`config.mk`:
```
export PLATFORM = sky130hd
export DESIGN_NAME = sync_fifo_ctrl_flat
export DESIGN_NICKNAME = d
export VERILOG_FILES = /design/src/rtl/sync_fifo_ctrl_pkg.sv /design/src/rtl/sync_fifo_ctrl_if.sv /design/src/rtl/sync_fifo_ctrl_ptr.sv /design/src/rtl/sync_fifo_ctrl.sv /design/src/flat_wrapper.sv
export SDC_FILE = /design/constraint.sdc
export NUM_CORES = 1
export LEC_CHECK = 0
export CORE_MARGIN = 8
export CORE_UTILIZATION = 45
export DETAILED_ROUTE_END_ITERATION = 8
export PLACE_DENSITY = 0.83
export SYNTH_ARGS = -nofsm -noshare
export SYNTH_HDL_FRONTEND = slang
export SYNTH_SLANG_ARGS = --single-unit
```
`constraint.sdc`:
```
create_clock -name clk -period 2.9 [get_ports clk]
set_clock_uncertainty 0.15 [all_clocks]
set_input_delay 0.58 -clock clk [delete_from_list [all_inputs] [get_ports clk]]
set_output_delay 0.58 -clock clk [all_outputs]
set_load 0.02 [all_outputs]
```
`src/rtl/sync_fifo_ctrl_pkg.sv`:
```
// Shared constants and types for the synchronous FIFO controller slice.
// Default depth/threshold values and the pointer-width helper live here.
package sync_fifo_ctrl_pkg;

  localparam int ADDRSIZE_DEF  = 4;
  localparam int AFULL_TH_DEF  = 14;
  localparam int AEMPTY_TH_DEF = 2;

  typedef struct packed {
    logic ovf;
    logic udf;
  } err_t;

  // Pointers carry one extra lap bit above the RAM address.
  function automatic int ptr_width(input int addrsize);
    return addrsize + 1;
  endfunction

endpackage

```
`src/rtl/sync_fifo_ctrl_if.sv`:
```
// Request/status bundle between producer/consumer logic and the FIFO controller.
// The RAM-facing address/enable signals ride along so the parent can wire fifomem.
interface sync_fifo_ctrl_if
  import sync_fifo_ctrl_pkg::*;
#(
  parameter int ADDRSIZE = ADDRSIZE_DEF
);

  logic                push;
  logic                pop;
  logic                flush;
  logic                clr_err;
  logic [ADDRSIZE-1:0] waddr;
  logic [ADDRSIZE-1:0] raddr;
  logic                wclken;
  logic                wfull;
  logic                full;
  logic                empty;
  logic                almost_full;
  logic                almost_empty;
  logic [ADDRSIZE:0]   count;
  logic                overflow;
  logic                underflow;

  modport master (
    output push, pop, flush, clr_err,
    input  waddr, raddr, wclken, wfull, full, empty,
    input  almost_full, almost_empty, count, overflow, underflow
  );

  modport slave (
    input  push, pop, flush, clr_err,
    output waddr, raddr, wclken, wfull, full, empty,
    output almost_full, almost_empty, count, overflow, underflow
  );

endinterface

```
`src/rtl/sync_fifo_ctrl_ptr.sv`:
```
// Binary FIFO pointer with lap bit: async reset, synchronous clear, increment enable.
module fifo_ptr #(
  parameter int PTRW = 5
) (
  input  logic            clk,
  input  logic            rst_n,
  input  logic            clr,
  input  logic            inc,
  output logic [PTRW-1:0] ptr
);

  // Pointer register; wraps naturally at 2*DEPTH.
  always_ff @(posedge clk or negedge rst_n) begin
    if (!rst_n) begin
      ptr <= '0;
    end else if (clr) begin
      ptr <= '0;
    end else if (inc) begin
      ptr <= ptr + PTRW'(1'b1);
    end else begin
      ptr <= ptr;
    end
  end

endmodule

```
`src/rtl/sync_fifo_ctrl.sv`:
```
// Single-clock FIFO pointer/flag controller driving one fifomem instance.
// Flags and count derive only from the registered pointers; requests are gated by pre-edge flags.
module sync_fifo_ctrl
  import sync_fifo_ctrl_pkg::*;
#(
  parameter int ADDRSIZE  = ADDRSIZE_DEF,
  parameter int AFULL_TH  = AFULL_TH_DEF,
  parameter int AEMPTY_TH = AEMPTY_TH_DEF
) (
  input logic           clk,
  input logic           rst_n,
  sync_fifo_ctrl_if.slave bus
);

  localparam int PTRW = ptr_width(ADDRSIZE);

  logic [PTRW-1:0] wptr_s;
  logic [PTRW-1:0] rptr_s;
  logic [PTRW-1:0] count_s;
  logic            full_s;
  logic            empty_s;
  logic            do_wr_s;
  logic            do_rd_s;
  err_t            err_r;

  fifo_ptr #(.PTRW(PTRW)) u_wptr (
    .clk  (clk),
    .rst_n(rst_n),
    .clr  (bus.flush),
    .inc  (do_wr_s),
    .ptr  (wptr_s)
  );

  fifo_ptr #(.PTRW(PTRW)) u_rptr (
    .clk  (clk),
    .rst_n(rst_n),
    .clr  (bus.flush),
    .inc  (do_rd_s),
    .ptr  (rptr_s)
  );

  // Occupancy flags from pointers; flush suppresses both transfers.
  always_comb begin
    empty_s = (wptr_s == rptr_s);
    full_s  = (wptr_s[PTRW-1] != rptr_s[PTRW-1]) &&
              (wptr_s[ADDRSIZE-1:0] == rptr_s[ADDRSIZE-1:0]);
    count_s = wptr_s - rptr_s;
    do_wr_s = bus.push && !full_s && !bus.flush;
    do_rd_s = bus.pop && !empty_s && !bus.flush;
  end

  // Sticky error flags; a new error outranks a coincident clear.
  always_ff @(posedge clk or negedge rst_n) begin
    if (!rst_n) begin
      err_r <= '0;
    end else begin
      if (bus.push && full_s) begin
        err_r.ovf <= 1'b1;
      end else if (bus.clr_err) begin
        err_r.ovf <= 1'b0;
      end else begin
        err_r.ovf <= err_r.ovf;
      end
      if (bus.pop && empty_s) begin
        err_r.udf <= 1'b1;
      end else if (bus.clr_err) begin
        err_r.udf <= 1'b0;
      end else begin
        err_r.udf <= err_r.udf;
      end
    end
  end

  assign bus.waddr        = wptr_s[ADDRSIZE-1:0];
  assign bus.raddr        = rptr_s[ADDRSIZE-1:0];
  assign bus.wclken       = do_wr_s;
  assign bus.wfull        = full_s;
  assign bus.full         = full_s;
  assign bus.empty        = empty_s;
  assign bus.almost_full  = (count_s >= PTRW'(AFULL_TH));
  assign bus.almost_empty = (count_s <= PTRW'(AEMPTY_TH));
  assign bus.count        = count_s;
  assign bus.overflow     = err_r.ovf;
  assign bus.underflow    = err_r.udf;

endmodule

```
`src/flat_wrapper.sv`:
```
// flat-port wrapper written by rule: the top's interface ports become plain ports
module sync_fifo_ctrl_flat import sync_fifo_ctrl_pkg::*;
#(
  parameter int ADDRSIZE  = ADDRSIZE_DEF,
  parameter int AFULL_TH  = AFULL_TH_DEF,
  parameter int AEMPTY_TH = AEMPTY_TH_DEF
)
  (clk, rst_n, bus_push, bus_pop, bus_flush, bus_clr_err, bus_waddr, bus_raddr, bus_wclken, bus_wfull, bus_full, bus_empty, bus_almost_full, bus_almost_empty, bus_count, bus_overflow, bus_underflow);
  sync_fifo_ctrl_if #(.ADDRSIZE(ADDRSIZE)) bus_i ();
  input logic clk;
  input logic rst_n;
  input wire logic [$bits(bus_i.push)-1:0] bus_push;
  input wire logic [$bits(bus_i.pop)-1:0] bus_pop;
  input wire logic [$bits(bus_i.flush)-1:0] bus_flush;
  input wire logic [$bits(bus_i.clr_err)-1:0] bus_clr_err;
  output wire logic [$bits(bus_i.waddr)-1:0] bus_waddr;
  output wire logic [$bits(bus_i.raddr)-1:0] bus_raddr;
  output wire logic [$bits(bus_i.wclken)-1:0] bus_wclken;
  output wire logic [$bits(bus_i.wfull)-1:0] bus_wfull;
  output wire logic [$bits(bus_i.full)-1:0] bus_full;
  output wire logic [$bits(bus_i.empty)-1:0] bus_empty;
  output wire logic [$bits(bus_i.almost_full)-1:0] bus_almost_full;
  output wire logic [$bits(bus_i.almost_empty)-1:0] bus_almost_empty;
  output wire logic [$bits(bus_i.count)-1:0] bus_count;
  output wire logic [$bits(bus_i.overflow)-1:0] bus_overflow;
  output wire logic [$bits(bus_i.underflow)-1:0] bus_underflow;
  assign bus_i.push = bus_push;
  assign bus_i.pop = bus_pop;
  assign bus_i.flush = bus_flush;
  assign bus_i.clr_err = bus_clr_err;
  assign bus_waddr = bus_i.waddr;
  assign bus_raddr = bus_i.raddr;
  assign bus_wclken = bus_i.wclken;
  assign bus_wfull = bus_i.wfull;
  assign bus_full = bus_i.full;
  assign bus_empty = bus_i.empty;
  assign bus_almost_full = bus_i.almost_full;
  assign bus_almost_empty = bus_i.almost_empty;
  assign bus_count = bus_i.count;
  assign bus_overflow = bus_i.overflow;
  assign bus_underflow = bus_i.underflow;
  sync_fifo_ctrl #(.ADDRSIZE(ADDRSIZE), .AFULL_TH(AFULL_TH), .AEMPTY_TH(AEMPTY_TH)) u_core (.clk(clk), .rst_n(rst_n), .bus(bus_i));
endmodule
```
==> Word level (Yosys, flattened, before mapping) <==
Index checks and enable logic that the tools add are counted.
W data, S select, Z words.
{ "word_totals": {"reg_bits": 12, "out_inout_bits": 21, "elab_cells": 33} }
{ "op_classes": {"addsub": 3, "order_cmp": 2, "eq_ne": 3, "muxes": 7, "reduce_logical": 14} }
{ "ops": {"columns": ["op", "n"], "rows": [
  ["$mux W5", 4],
  ["$add A5 B1 Y5 const B", 2],
  ["$reduce_bool A2 Y1", 4],
  ["$logic_and A1 B1 Y1", 7],
  ["$eq A5 B5 Y1", 1],
  ["$ge A5 B4 Y1 const B", 1],
  ["$le A5 B2 Y1 const B", 1],
  ["$sub A5 B5 Y5", 1],
  ["$eq A4 B4 Y1", 1],
  ["$logic_not A1 Y1", 3],
  ["$mux W1", 3],
  ["$ne A1 B1 Y1", 1]
]} }

==> Logic depth before layout (Yosys ltp) <==
Gate-level depths: netlist (run 1).
{ "logic_depth": {"word_depth": 7, "ltp_mapped": 8, "depth_no_buf": 8} }

==> Hierarchy <==
A second synthesis (run 1) with hierarchy kept.
{ "unflattened": {"cells_unflattened": 82, "area_unflattened_um2": 820.8} }
{ "by_module_without_submodules": {"columns": ["module", "n_inst", "cells_each", "area_per_inst_um2"], "rows": [
  ["fifo_ptr", 2, 22, 252.7],
  ["sync_fifo_ctrl", 1, 38, 315.3]
]} }

==> Worst setup path after synthesis (run 1) <==
Ideal clock, no wire load.
{ "synth_path": {"path_type": "reg-to-output", "startpoint": "register u_core.u_wptr.ptr[0]", "endpoint": "output bus_almost_empty", "arrival_time_ps": 2239, "t_required_ps": 2170, "path_slack_ps": -69, "stages_incl_launch_ff": 9, "path_cell_list": "dfrtp_1 -> inv_1 -> ha_1 -> inv_1 -> fa_1 -> a21o_1 -> a21oi_1 -> xnor2_1 -> a2111oi_2"} }
{ "synth_via": {"elab_chain_len": 2} }
{ "synth_rtl": {"columns": ["item", "line", "source"], "rows": [
  ["from (decl)", "sync_fifo_ctrl_ptr.sv:9", "output logic [PTRW-1:0] ptr"],
  ["from (signal assigned)", "sync_fifo_ctrl_ptr.sv:19", "ptr <= ptr + PTRW'(1'b1);"],
  ["from (signal assigned)", "sync_fifo_ctrl_ptr.sv:21", "ptr <= ptr;"],
  ["$sub A5 B5 Y5", "sync_fifo_ctrl.sv:47", "count_s = wptr_s - rptr_s;"],
  ["net bus_count[4]", "flat_wrapper.sv:24", "output wire logic [$bits(bus_i.count)-1:0] bus_count;"],
  ["$le A5 B2 Y1", "sync_fifo_ctrl.sv:81", "assign bus.almost_empty = (count_s <= PTRW'(AEMPTY_TH));"],
  ["to (decl)", "flat_wrapper.sv:23", "output wire logic [$bits(bus_i.almost_empty)-1:0] bus_almost_empty;"]
]} }
The timed path passes the listed nets, and every way through them passes these cells.

==> Final worst setup path (run 1) <==
{ "layout_path": {"startpoint": "register u_core.u_wptr.ptr[0]", "endpoint": "output bus_almost_full"} }
{ "layout_via": {"elab_chain_len": 2} }
{ "layout_rtl": {"columns": ["item", "line", "source"], "rows": [
  ["$sub A5 B5 Y5", "sync_fifo_ctrl.sv:47", null],
  ["$ge A5 B4 Y1", "sync_fifo_ctrl.sv:80", "assign bus.almost_full = (count_s >= PTRW'(AFULL_TH));"],
  ["to (decl)", "flat_wrapper.sv:22", "output wire logic [$bits(bus_i.almost_full)-1:0] bus_almost_full;"]
]} }
Every way passes these cells.

==> summary.md, run 1 <==
| Metric | Value |
|---|---|
| DR pass1 iterations | 4 |
| Worst path cell trace | inv_2 -> ha_4 -> inv_2 -> fa_2 -> a21o_1 -> a21oi_2 -> xnor2_2 -> buf_4 -> a31o_4 -> buf_6 |
| Synth area leader | sky130_fd_sc_hd__dfrtp_1 |
| Gr busiest metal | met2 |
| Power, Total | 0.000773 W |
| Number of pins with negative max-slew slack in the final report | 0 |
| Reg2reg path depth | 8 |
| Yosys reg bits | 12 |
| Via count of the first global-routing pass | 797 |
| Number of buffers added to fix hold violations after cts | 0 |
| WP depth | 10 |
| Share of flip-flops with an asynchronous set or reset | 100% |
| PortBufs | 26 |
| Total track usage | 13.7% |
| Cells taking the most area after synthesis | sky130_fd_sc_hd__dfrtp_1 (36%), sky130_fd_sc_hd__ha_1 (9.0%), sky130_fd_sc_hd__buf_4 (8.1%) |
| Width of the chip | 59.0 um |
| Most common cell type on the critical path | sky130_fd_sc_hd__inv_2 |
| Crit-path max FO | 2 |
| Total die area | 3480 sq um |
| Post-route ant nets | 0 |
| Cell with the most instances after synthesis | sky130_fd_sc_hd__dfrtp_1 |
| Post-Syn Nets | 104 |
| Total Neg Setup Slack | -0.173 ns |
| Synth-to-Final Area Change | 53.3% |
| Wire length reported by the detailed router | 2.33 mm |
| Kind of start point of the critical path | register |
| Hold path depth | 2 |
| Die span in y | 59.0 um |
| # Max-Cap Violations | 0 |
| Critical-path top delay cell | sky130_fd_sc_hd__dfrtp_1 |
| Element type at the critical path end | output port |
| Static leakage | 0.606 nW |
| Top cells by count, synth | sky130_fd_sc_hd__dfrtp_1 (12), sky130_fd_sc_hd__nor2_1 (11), sky130_fd_sc_hd__buf_4 (9) |
| Bufs on Longest Clock Path | 2 |
| Setup slack of the critical path after layout | -0.122 ns |
| Placed wire-length estimate | 1.83 mm |
| Global-route wire length before repair | 3.66 mm |
| Flip-flop cell with the highest count after synthesis | sky130_fd_sc_hd__dfrtp_1 |
| Number of distinct library cells after synthesis | 21 |
| Number of antenna violations at the first check in global routing | 0 |
| Top cell family by delay on the critical path | compound AO/OA/AOI/OAI gates |
| Number of DRC markers in iteration 0 | 13 |
| Sequential-to-total area share from yosys stat | 36.0% |
| Violated checks | setup timing |
| Final instance count without filler cells | 154 |
| Post-synth design cell area | 833 sq um |
| Worst endpoint data arrival time | 2.29 ns |
| Total power per unit cell area | 605 nW/um^2 |
| Largest net degree at the start of global routing | 13 |
| Post-detailed-route DRC marker count | 0 |
| Critical Path Max Stage Delay | 0.39 ns |
| # clock sinks | 12 |
| Hold Fails Final Rpt | 0 |
| Post-CTS clock slew at the launch and capture registers of the worst setup and hold paths | 0.08 ns |
| Placed cells | 149 |
| Transition time at the pin with the least slew margin | 0.565 ns |
| TritonCTS clock tree | done |
| Antenna Cells | 0 |
| CORE AREA | 1730 sq um |
| Min Tclk post-route | 3.02 ns |
| Effective utilization at floorplan | 48.3% |
| Met2 Resource Use GR | 23.7% |
| Required time of the critical path | 2.17 ns |
| Area of all placed cells without fillers | 1280 sq um |
| Met1 GRT Util | 15.0% |
| Root Buffer | sky130_fd_sc_hd__clkbuf_4 |
| Proportion of netlist area held by the largest area contributor | 36.0% |
| Maximum VDD drop | 0.339 mV |
| Worst skew pair latency | 0.28 ns |
| Run status | finished, violations left |
| Routed via count | 794 |
| Relative max-transition margin | 62.2% |
| Residual overflow from global routing | 0 |
| Mean post-synth cell area | 9.16 sq um |
| Maximum level of the CTS H-tree | 1 |
| Fill cell count | 134 |
| Placed Instance Area | 1190 sq um |
| Synth Warn # | 0 |
| Met3 Resource Use GR | 4.12% |
| I/O pin total | 27 |
| Kind of path behind the tightest hold check | reg -> reg |
| Count of buffering cells on the critical path with inverters included | 4 |
| Cell count after synthesis | 91 |
| Fraction of layout instances using a drive strength above 1 | 27.9% |
| Endpoints failing setup | 3 |
| Period utilisation layout | 104% |
| Setup repair after global routing missed its margin | yes |
| Total Nets Final | 144 |
| Standard-cell rows | 15 |
| Average routed wire per standard cell | 15.1 um |
| Maximum achievable frequency | 0.331 GHz |
| Routability congestion estimate | 0.861 |
| Type of the worst setup path | reg -> out |
| Number of buffers added by the clock tree synthesis step | 3 |
| Hold WS | 0.378 ns |
| Count of flip-flops with a built-in enable after synthesis | 0 |
| Via density per instance | 5.16 |
layer usage:
layer / routed length [um] / part of all wire [%]
met5: 0 / 0
met4: 36 / 1.5
met3: 123 / 5.3
met2: 1180 / 51
met1: 990 / 43
state kept, by name, summed over array words and instances (netlist names):
name                  count
u_core.bus.underflow      1
u_core.bus.overflow       1
u_core.u_wptr.ptr         5
u_core.u_rptr.ptr         5
final timing paths:
| path | to | from | slack, ns |
|---|---|---|---|
| worst max-delay path | bus_almost_full | u_core.u_wptr.ptr[0] | -0.12 |
| worst min-delay path | u_core.bus.underflow | u_core.bus.underflow | 0.38 |
| worst max register to register | u_core.u_rptr.ptr[2] | u_core.u_rptr.ptr[2] | 0.81 |
| worst min register to register | u_core.bus.underflow | u_core.bus.underflow | 0.38 |
| max in group asynchronous | u_core.u_rptr.ptr[1] | rst_n | 1.72 |
| min in group asynchronous | u_core.u_wptr.ptr[1] | rst_n | 0.50 |
kinds of logic after synthesis:
family	count (synthesis)	synth area share [%]
mux	2	2.40
simple gates	24	14.0
buf+inv	18	12.2
compound gates	17	12.5
xor+xnor	11	11.6
flops	12	36.0
fa+ha+maj	7	11.4
layout by cell type (no fill, tap or decap), types with 2 or more instances in the layout:
master and n:
sky130_fd_sc_hd__xnor2_1 5, sky130_fd_sc_hd__dlygate4sd2_1 5, sky130_fd_sc_hd__buf_4 20, sky130_fd_sc_hd__nand2_1 4, sky130_fd_sc_hd__mux2i_1 2, sky130_fd_sc_hd__clkdlybuf4s50_1 16, sky130_fd_sc_hd__inv_1 6, sky130_fd_sc_hd__xor2_1 3
sky130_fd_sc_hd__clkbuf_4 3, sky130_fd_sc_hd__a21oi_1 6, sky130_fd_sc_hd__ha_1 5, sky130_fd_sc_hd__o21ai_0 5, sky130_fd_sc_hd__inv_2 2, sky130_fd_sc_hd__or3_1 2, sky130_fd_sc_hd__nor2_1 11, sky130_fd_sc_hd__nand4_1 5
sky130_fd_sc_hd__dfrtp_1 12
stage by stage:
| step | util, % | setup slack, ns |
|---|---|---|
| after floorplan | - | 0.0566 |
| after global placement | 69.1 | -0.258 |
| after detailed placement | 69.1 | -0.406 |
| after CTS | 70.5 | -0.102 |
| after global routing | 74.0 | -0.192 |
| final | 74.0 | -0.122 |
where the power goes:
group / switching [W] / leakage (nW) / total (W) / internal, W
sequential: 0.0000104 / 0.163 / 0.000191 / 0.000181
combinational: 0.000252 / 0.429 / 0.000476 / 0.000224
clock: 0.0000579 / 0.0138 / 0.000106 / 0.0000482
tightest hold or removal path, cell delays in order (launching register included):
cell and delay, ns:
sky130_fd_sc_hd__dfrtp_1 0.38, sky130_fd_sc_hd__inv_1 0.05, sky130_fd_sc_hd__o21ai_0 0.06
layout make-up:
cell class	count	area [sq um]	share of cell area [%]
Timing Repair Buffer	45	388	30.4
Sequential cell	12	300	23.5
Multi-Input combinational cell	61	505	39.6
Inverter	8	30.0	2.35
Tap cell	25	31.3	2.45
Clock buffer	3	22.5	1.76
repair_timing:
action	in CTS	in global routing
gates resized for setup	24	12
pin swaps	3	5
setup endpoints to repair	9	5
buffers inserted	0	2
(Power assumes the default switching activity.)
==> inputs of run 2 (changes only) <==
==> constraint.sdc (replaced) <==
create_clock -name clk -period 2.9 [get_ports clk]
set_clock_uncertainty 0.15 [all_clocks]
set_input_delay 0.58 -clock clk [delete_from_list [all_inputs] [get_ports clk]]
set_output_delay 0.58 -clock clk [all_outputs]
set_load 0.05 [all_outputs]
==> run 2 against run 1 <==
  * The run still ends with setup timing left
  * Register-to-register slack lost 0.09 ns
  * Setup slack gained 0.041 ns
  * Clock-buffer cell count is the same
  * Non-clock buffer count shrank 10
  * Power grew 36%
  * Fmax grew 1.4%
  * Critical path depth shrank 1
  * Clock power is essentially flat
  * Utilization grew 3.2 points
  * Critical endpoint is now bus_almost_empty
==> summary.md, run 2 (same netlist as run 1, synthesis figures left out) <==
| Metric | Value |
|---|---|
| TritonCTS clock tree | done |
| Largest net degree at the start of global routing | 13 |
| Period utilisation layout | 103% |
| Maximum level of the CTS H-tree | 1 |
| Maximum VDD drop | 0.477 mV |
| Kind of path behind the tightest hold check | reg -> reg |
| Wire length reported by the detailed router | 2.29 mm |
| Registers with the highest flip-flop counts | u_core.u_rptr.ptr x5, u_core.u_wptr.ptr x5 |
| Element type at the critical path end | output port |
| Type of the worst setup path | reg -> out |
| Die span in y | 59.0 um |
| Worst endpoint data arrival time | 2.25 ns |
| Run status | finished, violations left |
| Count of buffering cells on the critical path with inverters included | 3 |
| Worst skew pair latency | 0.28 ns |
| Residual overflow from global routing | 0 |
| Hold path depth | 2 |
| Total track usage | 13.8% |
| Antenna Cells | 0 |
| DR pass1 iterations | 4 |
| Setup slack at placement | 0.0325 ns |
| Kind of start point of the critical path | register |
| Reg2reg path depth | 6 |
| Transition time at the pin with the least slew margin | 0.769 ns |
| Standard-cell rows | 15 |
| Relative max-transition margin | 48.4% |
| Final instance count without filler cells | 144 |
| Via density per instance | 5.28 |
| Min Tclk post-route | 2.98 ns |
| Endpoints failing setup | 3 |
| Placed wire-length estimate | 1.73 mm |
| PortBufs | 26 |
| Worst flop-to-flop path endpoint | u_core.u_rptr.ptr[1] |
| Required time of the critical path | 2.17 ns |
| Routability congestion estimate | 0.889 |
| Commonest non-fill, non-tap cell in the layout | sky130_fd_sc_hd__clkdlybuf4s50_1 |
| Number of buffers added by the clock tree synthesis step | 3 |
| Root Buffer | sky130_fd_sc_hd__clkbuf_4 |
| Width of the chip | 59.0 um |
| Total die area | 3480 sq um |
| Placed cells | 136 |
| Via count of the first global-routing pass | 832 |
| Total Nets Final | 134 |
| # clock sinks | 12 |
| Critical Path Max Stage Delay | 0.41 ns |
| Hold Fails Final Rpt | 0 |
| Critical-path top delay cell | sky130_fd_sc_hd__dfrtp_1 |
| Origin of the critical flop-to-flop path | u_core.u_rptr.ptr[3] |
| Top cell family by delay on the critical path | compound AO/OA/AOI/OAI gates |
| Worst hold endpoint | u_core.bus.overflow |
| # Max-Cap Violations | 0 |
| Violated checks | setup timing |
| Hold WS | 0.382 ns |
| Post-CTS clock slew at the launch and capture registers of the worst setup and hold paths | 0.07 ns |
| Effective utilization at floorplan | 48.3% |
| Crit-path max FO | 3 |
| Total Neg Setup Slack | -0.149 ns |
| Core occupancy in the finished layout | 77.2% |
| Post-route ant nets | 0 |
| I/O pin total | 27 |
| Internal reg-to-reg setup slack | 0.72 ns |
| CORE AREA | 1730 sq um |
| Most common cell type on the critical path | sky130_fd_sc_hd__inv_2 |
| Synth-to-Final Area Change | 59.9% |
| Routed via count | 760 |
| Most used cells in the layout excluding fill and tap cells | sky130_fd_sc_hd__clkdlybuf4s50_1 (16), sky130_fd_sc_hd__buf_12 (10), sky130_fd_sc_hd__dfrtp_1 (10) |
| Setup repair after global routing missed its margin | yes |
| Total power per unit cell area | 788 nW/um^2 |
| Number of pins with negative max-slew slack in the final report | 0 |
| Post-detailed-route DRC marker count | 0 |
| Average routed wire per standard cell | 15.9 um |
| Worst path cell trace | inv_2 -> ha_4 -> inv_2 -> fa_2 -> a21o_1 -> a21oi_4 -> xnor2_4 -> a2111oi_4 -> buf_12 |
| Number of DRC markers in iteration 0 | 21 |
| Number of antenna violations at the first check in global routing | 0 |
| Global-route wire length before repair | 3.68 mm |
| Bufs on Longest Clock Path | 2 |
| Static leakage | 0.569 nW |
| Setup slack of the critical path after layout | -0.0813 ns |
| Worst hold start | u_core.bus.overflow |
| Maximum achievable frequency | 0.335 GHz |
| Fraction of layout instances using a drive strength above 1 | 30.3% |
[run 2: worst register-to-register path, stage by stage (launching register included)]
cell	delay (ns)
sky130_fd_sc_hd__dfrtp_1	0.41
sky130_fd_sc_hd__inv_1	0.06
sky130_fd_sc_hd__ha_1	0.43
sky130_fd_sc_hd__nand4_1	0.30
sky130_fd_sc_hd__o21ai_0	0.42
sky130_fd_sc_hd__mux2i_1	0.24
sky130_fd_sc_hd__nor2_1	0.05
[run 2: metrics by stage]
stage / cell area, sq um / total power (W)
floorplan: 883 / 0.000612
global placement: 1230 / 0.000886
detailed placement: 1230 / 0.000902
CTS: 1300 / 0.00104
global route: 1330 / 0.00109
finish: 1330 / 0.00105
[run 2: timing repair]
action                     in CTS  in global routing
buffers inserted                2                  3
setup endpoints to repair       3                  6
pin swaps                       3                  1
hold buffers                    0                  0
resized for setup               7                  5
[run 2: worst max path at each step]
stage | start | end | slack (ns) | cells past startpoint
after floorplan | u_core.u_wptr.ptr[0] | bus_almost_empty | -0.17 | 8
after global placement | u_core.u_wptr.ptr[0] | bus_almost_empty | 0.16 | 9
after detailed placement | u_core.u_wptr.ptr[0] | bus_almost_empty | 0.03 | 9
after CTS | u_core.u_wptr.ptr[0] | bus_almost_empty | -0.13 | 9
after global routing | u_core.u_wptr.ptr[0] | bus_almost_empty | -0.17 | 9
final | u_core.u_wptr.ptr[0] | bus_almost_empty | -0.08 | 9
[run 2: layer usage]
metal  up-vias  track usage, %  part of all wire, %
li1        361               -                    -
met1       368            13.0                   38
met2        26            26.8                   55
met3         5            3.04                  4.8
met4         0            6.83                  1.7
met5         -               0                    0
[run 2: cell type report]
class | count | area, sq um
flip-flops and latches | 12 | 303
repair buffers | 35 | 428
fillers | 116 | 394
inverters | 8 | 30.0
multi-input cells | 61 | 518
clock buffers | 3 | 22.5
well taps | 25 | 31.3
[run 2: power breakdown]
part           leakage, nW  internal, W  switching [W]
Sequential           0.160     0.000181      0.0000153
Clock               0.0138    0.0000482      0.0000550
Combinational        0.395     0.000330       0.000420
==> inputs of run 3 (changes only) <==
==> constraint.sdc (replaced) <==
create_clock -name clk -period 3 [get_ports clk]
set_clock_uncertainty 0.15 [all_clocks]
set_input_delay 0.6 -clock clk [delete_from_list [all_inputs] [get_ports clk]]
set_output_delay 0.6 -clock clk [all_outputs]
set_load 0.05 [all_outputs]
==> run 3 against run 2 <==
  * The run now ends clean
  * Via count decreased by 4.6%
  * Non-clock buffer count unchanged
  * Global-route usage decreased by 0.22 points
  * Sequential cell count unchanged
  * Die area unchanged
  * Worst hold slack improved by 0.0025 ns
  * Clock power increased by 28%
  * Utilization decreased by 2.3 points
  * Clock-buffer cell count increased by 1
  * Sequential power decreased by 4%
  * Critical path type unchanged
  * Largest cell class unchanged
==> summary.md, run 3 (same netlist as run 1, synthesis figures left out) <==
| Metric | Value |
|---|---|
| Fill cell count | 118 |
| Period utilisation layout | 99.5% |
| Count of buffering cells on the critical path with inverters included | 3 |
| Origin of the critical flop-to-flop path | u_core.u_rptr.ptr[3] |
| Post-CTS clock slew at the launch and capture registers of the worst setup and hold paths | 0.08 ns |
| Setup repair after global routing missed its margin | yes |
| Hold path depth | 2 |
| Bufs on Longest Clock Path | 2 |
| Wire length reported by the detailed router | 2.20 mm |
| Registers with the highest flip-flop counts | u_core.u_rptr.ptr x5, u_core.u_wptr.ptr x5 |
| Antenna Cells | 0 |
| Standard-cell rows | 15 |
| Number of DRC markers in iteration 0 | 2 |
| Placed cells | 136 |
| Average routed wire per standard cell | 15.2 um |
| # clock sinks | 12 |
| Static leakage | 0.565 nW |
| Hold Fails Final Rpt | 0 |
| Post-route ant nets | 0 |
| Effective utilization at floorplan | 48.3% |
| Post-detailed-route DRC marker count | 0 |
| Residual overflow from global routing | 0 |
| Relative max-transition margin | 63.2% |
| Fraction of layout instances using a drive strength above 1 | 27.5% |
| Reg2reg path depth | 6 |
| Type of the worst setup path | reg -> out |
| Run status | finished clean |
| Area of all placed cells without fillers | 1290 sq um |
| Maximum achievable frequency | 0.335 GHz |
| Storage element area | 300 sq um |
| Internal reg-to-reg setup slack | 0.89 ns |
| Kind of start point of the critical path | register |
| TritonCTS clock tree | done |
| I/O pin total | 27 |
| Maximum level of the CTS H-tree | 1 |
| Worst path cell trace | inv_2 -> ha_4 -> inv_2 -> fa_2 -> a21o_1 -> a21oi_4 -> xnor2_4 -> a2111oi_4 -> buf_12 |
| Crit-path max FO | 3 |
| Routed via count | 725 |
| Worst hold endpoint | u_core.bus.overflow |
| Top cell family by delay on the critical path | compound AO/OA/AOI/OAI gates |
| CORE AREA | 1730 sq um |
| Placed Instance Area | 1200 sq um |
| PortBufs | 26 |
| Root Buffer | sky130_fd_sc_hd__clkbuf_4 |
| Total track usage | 13.6% |
| Worst flop-to-flop path endpoint | u_core.u_rptr.ptr[3] |
| Number of pins with negative max-slew slack in the final report | 0 |
| Transition time at the pin with the least slew margin | 0.551 ns |
| Total Nets Final | 134 |
| Multi-input gate area | 504 sq um |
| Endpoints failing setup | 0 |
| Element type at the critical path end | output port |
| Width of the chip | 59.0 um |
| Most used cells in the layout excluding fill and tap cells | sky130_fd_sc_hd__clkdlybuf4s50_1 (16), sky130_fd_sc_hd__buf_4 (12), sky130_fd_sc_hd__dfrtp_1 (12) |
| Final instance count without filler cells | 145 |
| Worst hold start | u_core.bus.overflow |
| Worst skew pair latency | 0.28 ns |
| Via count of the first global-routing pass | 795 |
| Maximum VDD drop | 0.623 mV |
| Total die area | 3480 sq um |
| Worst endpoint data arrival time | 2.23 ns |
| Number of antenna violations at the first check in global routing | 0 |
| Min Tclk post-route | 2.98 ns |
| Global-route wire length before repair | 3.59 mm |
| Commonest non-fill, non-tap cell in the layout | sky130_fd_sc_hd__clkdlybuf4s50_1 |
| Synth-to-Final Area Change | 55.1% |
| Total power per unit cell area | 779 nW/um^2 |
| Routability congestion estimate | 0.901 |
| Kind of path behind the tightest hold check | reg -> reg |
| # Max-Cap Violations | 0 |
| DR pass1 iterations | 3 |
| Die span in y | 59.0 um |
| Required time of the critical path | 2.25 ns |
| Largest net degree at the start of global routing | 13 |
| Number of buffers added by the clock tree synthesis step | 3 |
| Critical Path Max Stage Delay | 0.41 ns |
| Critical-path top delay cell | sky130_fd_sc_hd__dfrtp_1 |
| Most common cell type on the critical path | sky130_fd_sc_hd__inv_2 |
| Via density per instance | 5.00 |
| Placed wire-length estimate | 1.66 mm |
## run 3: tightest hold or removal path: cells and delay by family (launching register included)
| family | cells | cell delay [ns] |
|---|---|---|
| buffers and inverters | 1 | 0.05 |
| AO/OA/AOI/OAI | 1 | 0.06 |
| flip-flops | 1 | 0.39 |
## run 3: per-stage QoR
step | hold slack [ns] | setup slack [ns] | util [%] | setup TNS, ns | total power [W]
finish | 0.384 | 0.0160 | 74.9 | 0 | 0.00101
global route | 0.406 | -0.0826 | 74.9 | -0.0826 | 0.00105
CTS | 0.395 | -0.123 | 74.0 | -0.123 | 0.00101
detailed placement | 0.386 | 0.0949 | 69.3 | 0 | 0.000847
global placement | 0.361 | 0.202 | 69.3 | 0 | 0.000835
floorplan | 0.154 | -0.0911 | - | -0.0911 | 0.000592
## run 3: final cells by class
cell class / instances / area share [%]
multi-input cells: 61 / 39.0
repair buffers: 35 / 30.2
inverters: 8 / 2.32
clock buffers: 4 / 2.81
well taps: 25 / 2.42
flip-flops and latches: 12 / 23.2
## run 3: worst max-delay path by stage
stage	endpoint	start	depth (start not counted)	slack, ns
after floorplan	bus_almost_empty	u_core.u_wptr.ptr[0]	8	-0.09
final	bus_almost_empty	u_core.u_wptr.ptr[0]	9	0.02
after global placement	bus_almost_empty	u_core.u_wptr.ptr[0]	9	0.20
after global routing	bus_almost_empty	u_core.u_wptr.ptr[0]	9	-0.08
after CTS	bus_almost_empty	u_core.u_wptr.ptr[0]	9	-0.12
after detailed placement	bus_almost_empty	u_core.u_wptr.ptr[0]	9	0.09
## run 3: metal layers
metal / wire length, um / vias to the layer above / global-route usage [%]
met2: 1240 / 17 / 24.9
li1: - / 357 / -
met3: 121 / 4 / 4.12
met5: 0 / - / 0
met1: 808 / 347 / 13.0
met4: 31 / 0 / 7.51
## run 3: repair_timing
| item | CTS | global route |
|---|---|---|
| setup buffers | 3 | 2 |
| resized for setup | 6 | 0 |
| hold buffers | 0 | 0 |
| endpoints found under the setup margin | 2 | 2 |
| endpoints found under the hold margin | 0 | 0 |
| pin swaps | 5 | 5 |
## run 3: where the power goes
part | total, W | internal [W] | switching, W
clock network | 0.000132 | 0.0000739 | 0.0000585
registers | 0.000188 | 0.000174 | 0.0000140
logic | 0.000686 | 0.000293 | 0.000392
total | 0.00101 | 0.000542 | 0.000465
